$ cat src/rtl/datapath_select_unit_pkg.sv
// Shared encodings and widths for the datapath select unit and the control unit.
// The control unit must drive reg_dst, data_sel and alu_src using these values.
package datapath_select_unit_pkg;

    localparam int DW       = 32;
    localparam int AW       = 5;
    localparam int LINK_REG = 31;

    localparam logic [1:0] REGDST_RT = 2'b00;
    localparam logic [1:0] REGDST_RD = 2'b01;
    localparam logic [1:0] REGDST_RA = 2'b10;
    localparam logic [1:0] REGDST_R0 = 2'b11;

    localparam logic [1:0] WB_ALU  = 2'b00;
    localparam logic [1:0] WB_MEM  = 2'b01;
    localparam logic [1:0] WB_LINK = 2'b10;
    localparam logic [1:0] WB_ZERO = 2'b11;

    localparam logic ALUSRC_REG = 1'b0;
    localparam logic ALUSRC_IMM = 1'b1;

endpackage

$ cat src/rtl/datapath_select_unit_mux4.sv
// Generic 4:1 multiplexer with a 2-bit select.
// Nested ?: keeps an unknown select visible as X in simulation instead of picking a leg.
module datapath_select_unit_mux4 #(
    parameter int W = 32
) (
    input  logic [1:0]   sel,
    input  logic [W-1:0] d0,
    input  logic [W-1:0] d1,
    input  logic [W-1:0] d2,
    input  logic [W-1:0] d3,
    output logic [W-1:0] y
);

    assign y = sel[1] ? (sel[0] ? d3 : d2)
                      : (sel[0] ? d1 : d0);

endmodule

$ cat src/rtl/datapath_select_unit.sv
// MIPS single-cycle datapath selects (write address, write-back data, ALU operand B)
// plus a registered trace of the last committed register-file write.
module datapath_select_unit
    import datapath_select_unit_pkg::*;
#(
    parameter int DW       = datapath_select_unit_pkg::DW,
    parameter int AW       = datapath_select_unit_pkg::AW,
    parameter int LINK_REG = datapath_select_unit_pkg::LINK_REG
) (
    input  logic          clk,
    input  logic          reset,
    input  logic [1:0]    reg_dst,
    input  logic [AW-1:0] rt,
    input  logic [AW-1:0] rd,
    output logic [AW-1:0] reg_addr,
    input  logic [1:0]    data_sel,
    input  logic [DW-1:0] alu_result,
    input  logic [DW-1:0] mem_data,
    input  logic [DW-1:0] pc_plus4,
    output logic [DW-1:0] wb_data,
    input  logic          alu_src,
    input  logic [DW-1:0] grf_b,
    input  logic [DW-1:0] ext_imm,
    output logic [DW-1:0] alu_b,
    input  logic          reg_write,
    output logic          trace_valid,
    output logic [AW-1:0] trace_addr,
    output logic [DW-1:0] trace_data
);

    localparam logic [AW-1:0] LINK_ADDR = AW'(LINK_REG);

    logic          trace_valid_q, trace_valid_d;
    logic [AW-1:0] trace_addr_q,  trace_addr_d;
    logic [DW-1:0] trace_data_q,  trace_data_d;

    datapath_select_unit_mux4 #(.W(AW)) u_addr_mux (
        .sel (reg_dst),
        .d0  (rt),
        .d1  (rd),
        .d2  (LINK_ADDR),
        .d3  ({AW{1'b0}}),
        .y   (reg_addr)
    );

    datapath_select_unit_mux4 #(.W(DW)) u_wb_mux (
        .sel (data_sel),
        .d0  (alu_result),
        .d1  (mem_data),
        .d2  (pc_plus4),
        .d3  ({DW{1'b0}}),
        .y   (wb_data)
    );

    assign alu_b = (alu_src == ALUSRC_IMM) ? ext_imm : grf_b;

    // Address/data hold when no write commits so the last write stays observable.
    always_comb begin
        trace_valid_d = 1'b0;
        trace_addr_d  = trace_addr_q;
        trace_data_d  = trace_data_q;
        if (reg_write) begin
            trace_valid_d = 1'b1;
            trace_addr_d  = reg_addr;
            trace_data_d  = wb_data;
        end
    end

    always_ff @(posedge clk) begin
        if (reset) begin
            trace_valid_q <= 1'b0;
            trace_addr_q  <= '0;
            trace_data_q  <= '0;
        end else begin
            trace_valid_q <= trace_valid_d;
            trace_addr_q  <= trace_addr_d;
            trace_data_q  <= trace_data_d;
        end
    end

    assign trace_valid = trace_valid_q;
    assign trace_addr  = trace_addr_q;
    assign trace_data  = trace_data_q;

endmodule

$ cat config.mk
export PLATFORM = sky130hd
export DESIGN_NAME = datapath_select_unit
export DESIGN_NICKNAME = d
export VERILOG_FILES = /design/src/rtl/datapath_select_unit_pkg.sv /design/src/rtl/datapath_select_unit_mux4.sv /design/src/rtl/datapath_select_unit.sv
export SDC_FILE = /design/constraint.sdc
export NUM_CORES = 1
export LEC_CHECK = 0
export CAP_MARGIN = 20
export CORE_AREA = 2 2 112 114
export DETAILED_ROUTE_END_ITERATION = 7
export DIE_AREA = 0 0 114 116
export MAX_ROUTING_LAYER = met4
export PLACE_DENSITY = 0.7
export RECOVER_POWER = 25
export SLEW_MARGIN = 20
export SYNTH_ARGS = -nofsm -noshare
export SYNTH_HDL_FRONTEND = slang
export SYNTH_HIERARCHICAL = 1
export SYNTH_SLANG_ARGS = --single-unit
$ cat constraint.sdc
create_clock -name clk -period 1.2 [get_ports clk]
set_input_delay 0.24 -clock clk [delete_from_list [all_inputs] [get_ports clk]]
set_output_delay 0.24 -clock clk [all_outputs]
set_load 0.01 [all_outputs]
# After elaboration in Yosys (flattened, before gate mapping)
# Index checks and enable logic that the tools add are counted.
classes:
  n_addsub: 0
  multipliers: 0
  n_div: 0
  magnitude_cmp: 0
  eq_ne: 0
  n_shift: 0
  muxes: 8
  bitwise: 0
  n_reduce_logical: 0
op_table:
  columns: ["op", "n"]
  rows:
  - ["$mux 32", 4]
  - ["$mux 5", 3]
  - ["$mux 1", 1]
word_totals:
  ff_bits: 38
  latch_bits: 0
  mem_bits_rw: 0
  rom_bits: 0
  inputBits: 178
  out_inout_bits: 107
  mem_count: 0

# Longest topological paths before layout
# Gate-level depths: netlist of run 1.
depth:
  ltp_word: 2
  depth_mapped: 5

# Hierarchy
# Netlist of run 1, hierarchy kept.
by_module_without_submodules:
  columns: ["module", "n_inst", "cells_per_inst", "area_each_um2", "seq_area_each_um2"]
  rows:
  - ["datapath_select_unit", 1, 159, 1861.8, 760.7]
  - ["datapath_select_unit_mux4 (u_wb_mux)", 1, 39, 814.5, 0.0]
  - ["datapath_select_unit_mux4 (u_addr_mux)", 1, 6, 123.9, 0.0]

# Least setup slack after synthesis of run 1
# No wires, ideal clock.
synth_timing:
  kind: "in2reg"
  from: "in data_sel[0]"
  to: "reg trace_data_q[24], in the netlist trace_data[24]"
  arrival_time_ns: 1.231
  required_ns: 1.072
  path_slack_ns: -0.158
  cell_stages: 5
  path_buffers: 2
  cell_sequence: "buf_6 buf_12 mux4_2 mux2i_1 nor2_1"
synth_via:
  elab_chain_cells: 2
  word_cells_on_any_way: 3
  classes_between: "mux (3)"
synth_rtl:
  columns: ["item", "line_no", "source"]
  rows:
  - ["start: declaration", "datapath_select_unit.sv:16", "input logic [1:0] data_sel,"]
  - ["$mux 32 (on tied branches)", "datapath_select_unit_mux4.sv:15, datapath_select_unit_mux4.sv:14", null]
  - ["$mux 32 (*)", "datapath_select_unit_mux4.sv:14", "assign y = sel[1] ? (sel[0] ? d3 : d2)"]
  - ["via wb_data[24]", "datapath_select_unit.sv:20", "output logic [DW-1:0] wb_data,"]
  - ["end signal: assignment", "datapath_select_unit.sv:77", "trace_data_q <= trace_data_d;"]
  - ["end: declaration", "datapath_select_unit.sv:35", "logic [DW-1:0] trace_data_q, trace_data_d;"]
# Mark *: on every way through the listed nets, which the timed path passes. The rest lies on a longest branch.
# A chain may end at the register's enable or synchronous reset.

# Worst setup path after layout of run 1
layout_timing:
  from: "in data_sel[0]"
  to: "out wb_data[16]"
layout_via:
  elab_chain_cells: 2
  word_cells_on_any_way: 3
  classes_between: "mux (3)"
layout_rtl:
  columns: ["item", "line_no"]
  rows:
  - ["$mux 32 (on tied branches)", "datapath_select_unit_mux4.sv:15, datapath_select_unit_mux4.sv:14"]
  - ["$mux 32 (*)", "datapath_select_unit_mux4.sv:14"]
  - ["end: declaration", "datapath_select_unit.sv:20"]
# Every way passes the cells marked *; elsewhere a longest branch is shown, timed or not.

==> results of run 1 <==
[repair_timing]
action,CTS,global route
endpoints found under the setup margin,144,60
gates cloned,4,1
pin swaps,6,9
endpoints found under the hold margin,0,0
gates resized for setup,612,26
setup buffers,19,11
[through the flow]
step / total power [mW] / hold slack, ns / setup WS, ns / instances / TNS (ns)
after detailed placement: 3.71 / 0.480 / -0.934 / 685 / -65.60
after CTS: 5.07 / 0.438 / -0.310 / 710 / -9.34
after floorplan: 2.31 / 0.497 / -0.133 / 244 / -5.63
after global routing: 5.29 / 0.454 / -0.324 / 719 / -11.03
final: 5.05 / 0.435 / -0.306 / 721 / -9.35
after global placement: 3.68 / 0.472 / -0.924 / 685 / -64.13
[worst paths after layout]
path | start | end | slack (ns) | cells after the start
max reg2reg | trace_data[0] | trace_data[0] | 0.56 | 2
max | data_sel[0] | wb_data[16] | -0.31 | 5
min reg2reg | trace_data[12] | trace_data[12] | 0.49 | 2
min | reg_write | trace_data[8] | 0.43 | 4
[metal layers]
metal  share of wire, %  GRT usage (%)
met2                 56           36.2
met5                  0              -
met4                2.0           6.59
met3                9.9           6.38
met1                 32           17.4
[worst min-delay path, cell delays in order]
cell	delay, ns
buf_2	0.11
buf_4	0.17
mux2i_1	0.08
nor2_1	0.07
[flip-flops by register name (all words and copies together), names as in the netlist]
name and flops:
trace_data 32, trace_addr 5, trace_valid 1
[cell type report]
type	count	share of cell area (%)
Antenna cell	7	0.270
Timing Repair Buffer	335	52.3
Tap cell	147	2.83
Clock buffer	7	2.20
Multi-Input combinational cell	186	30.6
Clock inverter	1	0.0771
Sequential cell	38	11.7
[where the power goes]
| group | internal [mW] | total [mW] | switching [mW] |
|---|---|---|---|
| logic | 1.46 | 2.29 | 0.837 |
| registers | 1.36 | 1.41 | 0.0498 |
| clock network | 0.825 | 1.34 | 0.519 |
| total | 3.64 | 5.05 | 1.41 |
[logic make-up after synthesis]
group                  after synthesis  synth area share (%)
AND/OR/NAND/NOR                     38                  5.18
other                                2                 0.268
multiplexers                       106                  60.1
flip-flops                          38                  27.2
buffers and inverters               20                  7.24
[layout by cell type (no fill, tap or decap), drive strengths merged]
cell,count
buf,124
clkbuf,10
clkdlybuf4s15,12
clkdlybuf4s50,1
clkinv,1
conb,42
dfxtp,38
diode,7
dlygate4sd2,187
dlygate4sd3,1
dlymetal6s2s,7
mux2,32
mux2i,37
mux4,37
nor2,37
nor2b,1
==> results.json, run 1 <==
{
  "numCtsBuffers": 5,
  "setup_viol": 49,
  "hpwl_um": 10300,
  "path_common_cell": "buf_6",
  "synth_edf_count": 0,
  "rsz0062_at_grt": "yes",
  "utilization_pct": 54.5,
  "antenna_found_initial": 6,
  "yosysMostFrequentCell": "dfxtp_1",
  "n_fill_cell": 1073,
  "initial_core_util_pct": 23.5,
  "synth_common_cells": "dfxtp_1, mux2i_1, nor2_1",
  "clk_path_buf_depth": 2,
  "period_minus_slack_ns": 1.51,
  "worstPathRequired_ns": 0.96,
  "grt_overflow_total": 0,
  "cpPeakStageDelay_ns": 0.53,
  "cp_slowest_cell": "mux4_2",
  "yosysTopAreaCell": "mux4_2",
  "synth_cell_types": 15,
  "violations": "negative setup slack",
  "multi_input_area_um2": 1990,
  "wl_per_cell_um": 17.9,
  "status": "finished, violations left",
  "cts.clk_slew.worst_paths_ns": 0.06,
  "syn_area_um2": 2800,
  "ys_seq_elements": 38,
  "grt_max_degree": 34,
  "drtAntennaViolNets": 0,
  "cp_max_fo": 7,
  "drt-pass1-iter-count": 4,
  "drv_cap": 0,
  "globalplace.congestion": 0.765,
  "ys_seq_area_share_pct": 27.2,
  "synth.top_cells.by_area": "mux4_2, dfxtp_1, mux2_4",
  "clock_latency_ns": 0.28,
  "hold_viol": 0,
  "layout-drive-gt1-share_pct": 35.8,
  "cp_top_family": "multiplexers",
  "syn_to_final_growth_pct": 132,
  "core-area_um2": 11900,
  "seq_area_um2": 761,
  "routed-via-count": 3171,
  "drt_iter0_markers": 104,
  "crit_type": "primary input to primary output",
  "netlist.area_leader.share_pct": 28.2,
  "place_area_um2": 6060,
  "clock_skew_ns": 0,
  "grt_pass1_wl_um": 18300,
  "crit_arrival_ns": 1.27,
  "nNetsFinal": 744,
  "crit_chain": "buf_12 > buf_16 > buf_6 > mux4_2 > buf_6",
  "final_max_slew_viol_count": 0,
  "grt_usage_pct": 18.9,
  "dieWidth_um": 114,
  "vdd_drop_max_v": 0.000634,
  "period_share_pct": 125,
  "worst_slack_ns": -0.306,
  "cts-root-buf": "clkbuf_16",
  "htree_levels": 2,
  "fp.dieH_um": 116,
  "viasPerCell": 4.40,
  "endpoint_kind": "primary output",
  "min_path_type": "primary input to register",
  "worst-path-buf-inv": 4,
  "synth_async_sr_flop_share_pct": 0,
  "rows": 40,
  "cts_tree": "built",
  "drcViolationCount": 0,
  "yosysWarnings": 6,
  "finalInstanceArea_um2": 6490,
  "hold_buffers": 0,
  "wl_um": 12900,
  "synth_ff_type": "dfxtp_1",
  "die_area_um2": 13200,
  "clkSinkCount": 38,
  "grt_pass1_vias": 3438,
  "cp-start-kind": "primary input",
  "fmax_mhz": 664,
  "io_buffer_count": 284,
  "powerDensity_nw_per_um2": 778,
  "syn_area_per_cell_um2": 13.7,
  "syn_inst": 204,
  "ios": 285,
  "leakage_nw": 3.33
}
No activity file was read; power rests on OpenSTA's default activity.
==> run 2: changes to the inputs <==
- CTS_CLUSTER_DIAMETER: not set -> 30
- SLEW_MARGIN: 20 -> 10
==> results of run 2 <==
Final layout, timing and power as in run 1 (identical DEF).
==> run 3: changes to the inputs <==
==> constraint.sdc (replaced) <==
create_clock -name clk -period 1.2 [get_ports clk]
set_input_delay 0.24 -clock clk [delete_from_list [all_inputs] [get_ports clk]]
set_output_delay 0.24 -clock clk [all_outputs]
set_load 0.005 [all_outputs]
==> run 3 against run 2 <==
The run still ends with negative setup slack left; total power decreased by 0.48%; critical path depth is the same; non-clock buffer count is 10 higher; register-to-register slack is essentially flat; sequential power hardly changed; sequential share of layout area grew 0.26 points; die area unchanged; largest cell class unchanged.
==> results.json, run 3 (synthesized netlist as in run 1, its figures left out) <==
{
  "routed-via-count": 3187,
  "globalplace.congestion": 0.728,
  "crit_arrival_ns": 1.25,
  "clock_latency_ns": 0.28,
  "layout-drive-gt1-share_pct": 37.3,
  "clkSinkCount": 38,
  "grt_pass1_wl_um": 18200,
  "powerDensity_nw_per_um2": 787,
  "cp_slowest_cell": "mux4_2",
  "core-area_um2": 11900,
  "wl_met2_um": 6910,
  "crit_type": "primary input to primary output",
  "cp_max_fo": 6,
  "leakage_nw": 3.29,
  "drt-pass1-iter-count": 4,
  "nNetsFinal": 754,
  "viasPerCell": 4.41,
  "cts.clk_slew.worst_paths_ns": 0.06,
  "worst_slack_ns": -0.293,
  "drv_cap": 0,
  "place_area_um2": 6100,
  "cts_tree": "built",
  "wl_um": 12300,
  "fp.dieH_um": 116,
  "dp_cells": 689,
  "min_path_type": "primary input to register",
  "endpoint_kind": "primary output",
  "wl_per_cell_um": 16.9,
  "worstPathRequired_ns": 0.96,
  "antenna_found_initial": 0,
  "path_common_cell": "buf_12",
  "top_layer_used": "met4",
  "crit_chain": "buf_12 > buf_12 > buf_12 > mux4_2 > buf_6",
  "vdd_drop_max_v": 0.000516,
  "hpwl_um": 9740,
  "cp-start-kind": "primary input",
  "htree_levels": 2,
  "drcViolationCount": 0,
  "layout_common_cells": "dlygate4sd2_1, buf_6, conb_1, nor2_1, mux4_2",
  "grt_usage_pct": 18.5,
  "drt-met1-wl_um": 4020,
  "cpPeakStageDelay_ns": 0.54,
  "dieWidth_um": 114,
  "syn_to_final_growth_pct": 128,
  "rows": 40,
  "largest_reg_flops": 32,
  "grt_pass1_vias": 3518,
  "fmax_mhz": 670,
  "initial_core_util_pct": 23.5,
  "clk_path_buf_depth": 2,
  "io_buffer_count": 284,
  "ios": 285,
  "utilization_pct": 53.6,
  "finalInstanceArea_um2": 6380,
  "status": "finished, violations left",
  "layout.cells.most_common": "dlygate4sd2_1",
  "grt_overflow_total": 0,
  "period_minus_slack_ns": 1.49,
  "diodes": 0,
  "cts-root-buf": "clkbuf_16",
  "drt_iter0_markers": 62,
  "wl_met3_um": 1020,
  "numCtsBuffers": 5,
  "violations": "negative setup slack",
  "rsz0062_at_grt": "yes",
  "clock_skew_ns": 0,
  "period_share_pct": 124,
  "final_max_slew_viol_count": 0,
  "setup_viol": 56,
  "drtAntennaViolNets": 0,
  "fin_cells": 723,
  "die_area_um2": 13200,
  "n_fill_cell": 1106,
  "grt_max_degree": 39,
  "hold_viol": 0
}
run 3: cell count changes in the layout (fill, tap and decap cells not counted), moves of 2 or more:
cell and delta:
buf_6 -29, clkbuf_1 -2, buf_2 +21, dfxtp_1 -3, dfxtp_2 +3, dlymetal6s2s_1 -5
buf_4 +17, clkdlybuf4s15_1 -2, diode_2 -7, dlygate4sd2_1 +11
run 3: cell type report:
type                    count  area [um^2]  share of cell area, %
flip-flops and latches     38          764                   12.0
clock inverters             1         30.0                  0.471
multi-input cells         186         1990                   31.2
repair buffers            345         3270                   51.3
clock buffers               6          139                   2.18
well taps                 147          184                   2.88
run 3: routing by layer:
| metal | track usage [%] | vias up |
|---|---|---|
| met4 | 6.02 | 0 |
| li1 | - | 1483 |
| met3 | 4.76 | 22 |
| met1 | 17.7 | 1504 |
| met2 | 35.8 | 178 |
| met5 | - | - |
run 3: timing repair:
action,in CTS,in global routing
hold buffers,0,0
pin swaps,4,8
setup endpoints to repair,137,63
buffers inserted,23,10
cloned,5,0
resized for setup,577,18
run 3: final timing paths:
| path | start | slack (ns) | cells after the start | to |
|---|---|---|---|---|
| max | data_sel[0] | -0.29 | 5 | wb_data[12] |
| min | reg_write | 0.46 | 3 | trace_valid |
| max reg2reg | trace_addr[2] | 0.56 | 2 | trace_addr[2] |
| min reg2reg | trace_data[18] | 0.48 | 2 | trace_data[18] |
run 3: worst max-delay path, delay by kind of cell:
family	cells	cell delay (ns)
mux	1	0.54
buf+inv	4	0.47
run 3: through the flow:
step                TNS [ns]  worst slack [ns]  power (mW)  hold WS, ns
floorplan              -3.66           -0.0975        2.18        0.485
global placement      -50.91            -0.876        3.57        0.471
detailed placement    -52.10            -0.892        3.60        0.483
CTS                   -10.34            -0.288        5.07        0.453
global route          -12.47            -0.314        5.31        0.478
finish                 -9.98            -0.293        5.02        0.464
run 3: report_power, final:
part | internal (mW) | total [mW] | switching [mW]
clock network | 1.03 | 1.53 | 0.500
logic | 1.40 | 2.09 | 0.687
registers | 1.36 | 1.41 | 0.0492
==> variant 1: new RTL, settings of run 3 <==
`trace_addr_q` and `trace_data_q` no longer have a reset.
--- a/src/rtl/datapath_select_unit.sv
+++ b/src/rtl/datapath_select_unit.sv
@@ -69,13 +69,14 @@
     always_ff @(posedge clk) begin
         if (reset) begin
             trace_valid_q <= 1'b0;
-            trace_addr_q  <= '0;
-            trace_data_q  <= '0;
         end else begin
             trace_valid_q <= trace_valid_d;
-            trace_addr_q  <= trace_addr_d;
-            trace_data_q  <= trace_data_d;
         end
+    end
+
+    always_ff @(posedge clk) begin
+        trace_addr_q <= trace_addr_d;
+        trace_data_q <= trace_data_d;
     end
 
     assign trace_valid = trace_valid_q;
Check against the original RTL: not equivalent (a bounded check fails within 4 cycles, from zero or initial values and one cycle with reset high).
==> variant 1 against run 3 <==
The run still ends with setup timing left; worst setup slack worse by 3.9 ps; critical path depth unchanged; largest cell class unchanged; total power is essentially flat; highest routed layer unchanged; design area shrank 5.1%; sequential cell count is the same; routed wire length is 4.4% lower; synthesized area decreased by 6.2%; critical path type unchanged; synthesized cell count is 40% lower.
==> variant 1: results (changes against run 3) <==
| Metric | Value |
|---|---|
| Reg area | `1130 µm² (+48%)` |
| Fill cell count | `1112 (+0.54%)` |
| Via count of the first global-routing pass | `2940 (-16%)` |
| Hold Crit Endpoint | `trace_addr[1]$_DFFE_PP_` |
| Worst ir drop on vdd | `0.440 mV (-15%)` |
| Cell depth of the worst min-delay path | `2 (-1)` |
| Top flip-flop cell by instance count after synthesis | `sky130_fd_sc_hd__edfxtp_1` |
| Detailed Route WL | `11700 µm (-4.4%)` |
| Leading cell types by count after synthesis | `sky130_fd_sc_hd__edfxtp_1 (37), sky130_fd_sc_hd__mux4_2 (35), sky130_fd_sc_hd__mux2_4 (30), sky130_fd_sc_hd__buf_12 (6)` |
| Fraction of synthesis flops using an asynchronous set or reset pin | `0 (unchanged)` |
| Number of design-rule violations left by the first detailed-router iteration | `83 (+34%)` |
| Clock-pin slew on the worst setup and hold paths | `60 ps (about the same)` |
| Final worst setup slack | `-297 ps (-3.87 ps)` |
| Violations in the final reports | `setup timing` |
| Sum of negative setup slack | `-8100 ps (+1880 ps)` |
| Critical path's most frequent cell | `sky130_fd_sc_hd__buf_12` |
| Fraction of layout instances using a drive strength above 1 | `0.430 (+0.0568)` |
| Family of cells with the greatest summed delay on the critical path | `multiplexers` |
| Initial antenna violation count | `3 (+3)` |
| Global-route wire length before repair | `16500 µm (-9.5%)` |
| Count of cell types in the netlist | `11 (-4)` |
| Worst Hold Slack | `376 ps (-87.2 ps)` |
| Maximum number of pins on one net before global-route repair | `39 (unchanged)` |
| Number of setup violations in the final report | `42 (-25%)` |
| Share of the yosys chip area belonging to registers | `0.430 (+0.159)` |
| Placer Congestion | `0.852 (+17%)` |
| Maximum clock insertion buffer count | `2 (unchanged)` |
| Leakage power of the design | `2.88 nW (-13%)` |
| Outcome | `complete, but fails checks` |
| Crit Path Max Fanout | `8 (+2)` |
| Number of nets in the layout | `663 (-12%)` |
| Area contributors post-synth | `sky130_fd_sc_hd__edfxtp_1 (42%), sky130_fd_sc_hd__mux4_2 (30%), sky130_fd_sc_hd__mux2_4 (17%)` |
| Clock tree root buffer cell | `sky130_fd_sc_hd__clkbuf_16` |
| HPWL after detailed placement | `9240 µm (-5.1%)` |
| Placed inst area | `5820 µm² (-4.6%)` |
| Worst Hold Launch | `rt[1]` |
| Max FFs per register | `32 (unchanged)` |
| Number of enable-type register cells in the synthesized netlist | `37 (+37)` |
| Global-route usage over all layers | `0.175 (-0.00962)` |
| CTS H-tree lvls | `2 (unchanged)` |
| Number of vias after detailed routing | `2709 (-15%)` |
-- variant 1: cell count changes after synthesis, moves of 3 or more --
| cell | before | now |
|---|---|---|
| sky130_fd_sc_hd__buf_12 | 3 | 6 |
| sky130_fd_sc_hd__buf_2 | 6 | 3 |
| sky130_fd_sc_hd__buf_6 | 6 | 3 |
| sky130_fd_sc_hd__dfxtp_1 | 38 | 1 |
| sky130_fd_sc_hd__edfxtp_1 | 0 | 37 |
| sky130_fd_sc_hd__mux2i_1 | 37 | 0 |
| sky130_fd_sc_hd__nor2_1 | 37 | 0 |
-- variant 1: power by group --
group | internal [mW] | switching [mW] | leakage (nW) | total [mW]
clock network | 0.973 | 0.527 | 0.0836 | 1.50
registers | 1.63 | 0.0353 | 0.370 | 1.66
logic | 1.26 | 0.608 | 2.42 | 1.87
total | 3.86 | 1.17 | 2.88 | 5.03
-- variant 1: cell type report --
cell class	instances	area share
Antenna cell	3	0.00124
Clock buffer	5	0.0207
Timing Repair Buffer	328	0.511
Multi-Input combinational cell	112	0.243
Tap cell	147	0.0304
Sequential cell	38	0.187
Clock inverter	3	0.00661
-- variant 1: kinds of logic (layout without fill, tap and decap cells) --
group / count (synthesis) / count (layout) / synth area share
and+or+nand+nor: 1 / 1 / 0.00238
DFF: 38 / 38 / 0.430
muxes: 69 / 69 / 0.500
buffers and inverters: 12 / 336 / 0.0643
other: 2 / 45 / 0.00286
-- variant 1: worst max path at each step --
stage / startpoint / endpoint / cells after the start
5_1_grt: data_sel[0] / wb_data[16] / 5
2_1_floorplan: data_sel[0] / trace_data[10]$_DFFE_PP_ / 3
3_3_place_gp: data_sel[1] / wb_data[28] / 4
4_1_cts: data_sel[0] / wb_data[29] / 5
6_report: data_sel[0] / wb_data[28] / 5
3_5_place_dp: data_sel[1] / wb_data[14] / 4
-- variant 1: repair_timing --
item / 4_1_cts / 5_1_grt
resized for setup: 577 / 48
cloned: 5 / 0
setup buffers: 18 / 8
hold buffers: 0 / 0
endpoints found under the setup margin: 144 / 58
-- variant 1: stage by stage --
stage | std cells | setup slack, ps
6_report | 636 | -297
5_1_grt | 636 | -319
4_1_cts | 630 | -295
3_5_place_dp | 599 | -904
3_3_place_gp | 599 | -881
2_1_floorplan | 162 | -64.1
-- variant 1: layer usage --
layer | GRT usage | up-vias | share of wire | wire (µm)
met2 | 0.325 | 192 | 0.53 | 6270
met4 | 0.0537 | 0 | 0.016 | 186
met1 | 0.176 | 1283 | 0.35 | 4140
met5 | - | - | 0 | 0
li1 | - | 1224 | - | -
met3 | 0.0523 | 10 | 0.096 | 1130
==> variant 2: new RTL, flow settings as in run 3 <==
Made on the original files. The package constant `AW` goes from 5 to 3.
--- a/src/rtl/datapath_select_unit_pkg.sv
+++ b/src/rtl/datapath_select_unit_pkg.sv
@@ -3,7 +3,7 @@
 package datapath_select_unit_pkg;
 
     localparam int DW       = 32;
-    localparam int AW       = 5;
+    localparam int AW       = 3;
     localparam int LINK_REG = 31;
 
     localparam logic [1:0] REGDST_RT = 2'b00;
Ports: changed (resized rd, reg_addr, rt and trace_addr); port bits go from 285 to 277. No check against the original RTL was run, so the function may have changed too.
==> variant 2 against run 3 <==
The flow still finishes with violations (setup timing); total power shrank 6.1%; critical path depth shrank 2; worst setup slack lost 4.4 ps; first-iteration DRC count grew 55%; sequential share of layout area shrank 0.45 points; global-route usage shrank 0.49 points; utilization shrank 1.0 points; fmax shrank 0.29%; synthesized area shrank 2.1%; non-clock buffer count shrank 4; sequential cell count shrank 2; design area shrank 1.9%; routed wire length shrank 1.5%; largest cell class unchanged; largest power group unchanged.
==> variant 2: results (changes against run 3) <==
| Metric | Value |
|---|---|
| Setup slack on the worst flop-to-flop path | `580 ps (+20 ps)` |
| Number of design-rule violations left by the first detailed-router iteration | `96 (+55%)` |
| Via count of the first global-routing pass | `3253 (-7.5%)` |
| HPWL after detailed placement | `9320 µm (-4.3%)` |
| Buffers on Ports | `276 (-2.8%)` |
| Source of the worst register-to-register timing path | `trace_data[6]$_SDFFE_PP0P_` |
| Pre-CTS setup slack | `-1050 ps (-158 ps)` |
| Switching component of the power | `1.23 mW (-0.75%)` |
| Placer Congestion | `0.768 (+5.4%)` |
| Sum of routed wire segments on met1 | `4350 µm (+8.1%)` |
| Sum of negative setup slack | `-11330 ps (-1360 ps)` |
| Routed wire length on met3 | `1010 µm (-0.49%)` |
| Fraction of power consumed by the clock network | `0.283 (-0.021)` |
| Crit Path Max Fanout | `2 (-4)` |
| Count of cell types in the netlist | `13 (-2)` |
| CP peak stage delay | `470 ps (-70 ps)` |
| Power in the clock group | `1.33 mW (-13%)` |
| Met2 WL | `6650 µm (-3.7%)` |
| Violations in the final reports | `setup timing` |
| Initial antenna violation count | `1 (+1)` |
| End point of the critical path | `wb_data[17]` |
| Average detailed-routed wire length per instance | `17.0 µm (+0.48%)` |
| Final worst setup slack | `-297 ps (-4.38 ps)` |
| Fraction of met2 tracks used by global routing | `0.344 (-0.0143)` |
| Fill cell count | `1108 (+0.18%)` |
| Mapped Avg Cell Area | `14.1 µm² (+2.5%)` |
| Number of setup violations in the final report | `83 (+48%)` |
| Maximum number of pins on one net before global-route repair | `25 (-36%)` |
| Number of vias after detailed routing | `3046 (-4.4%)` |
| Outcome | `complete, but fails checks` |
| Area contributors post-synth | `sky130_fd_sc_hd__dfxtp_1 (26%), sky130_fd_sc_hd__mux4_2 (25%), sky130_fd_sc_hd__mux2_4 (16%)` |
| Sequential-cell power consumption | `1.33 mW (-6%)` |
| Share of the yosys chip area belonging to registers | `0.263 (-0.00890)` |
| Detail-routed via count per cell | `4.30 (-2.5%)` |
variant 2: cell count changes after synthesis, sizes merged:
cell / change
dfxtp: -2
mux2i: -2
mux4: -2
nor2: -2
buf: -1
variant 2: kinds of logic (layout without fill, tap and decap cells):
| family | Yosys count | in the layout | synth area share |
|---|---|---|---|
| buffers and inverters | 19 | 349 | 0.0899 |
| DFF | 36 | 36 | 0.263 |
| muxes | 102 | 102 | 0.594 |
| other | 2 | 39 | 0.00274 |
| and+or+nand+nor | 36 | 36 | 0.0502 |
variant 2: what timing repair did:
action,CTS,global route
buffers inserted,43,10
gates resized for setup,580,17
cloned,4,0
endpoints found under the setup margin,138,83
pin swaps,8,9
variant 2: final cells by class:
cell class / count / area, µm² / area share
clock buffers: 7 / 143 / 0.0228
multi-input cells: 176 / 1900 / 0.304
flip-flops and latches: 36 / 722 / 0.115
diodes: 1 / 2.50 / 0.000400
well taps: 147 / 184 / 0.0294
clock inverters: 1 / 7.51 / 0.00120
repair buffers: 341 / 3300 / 0.527
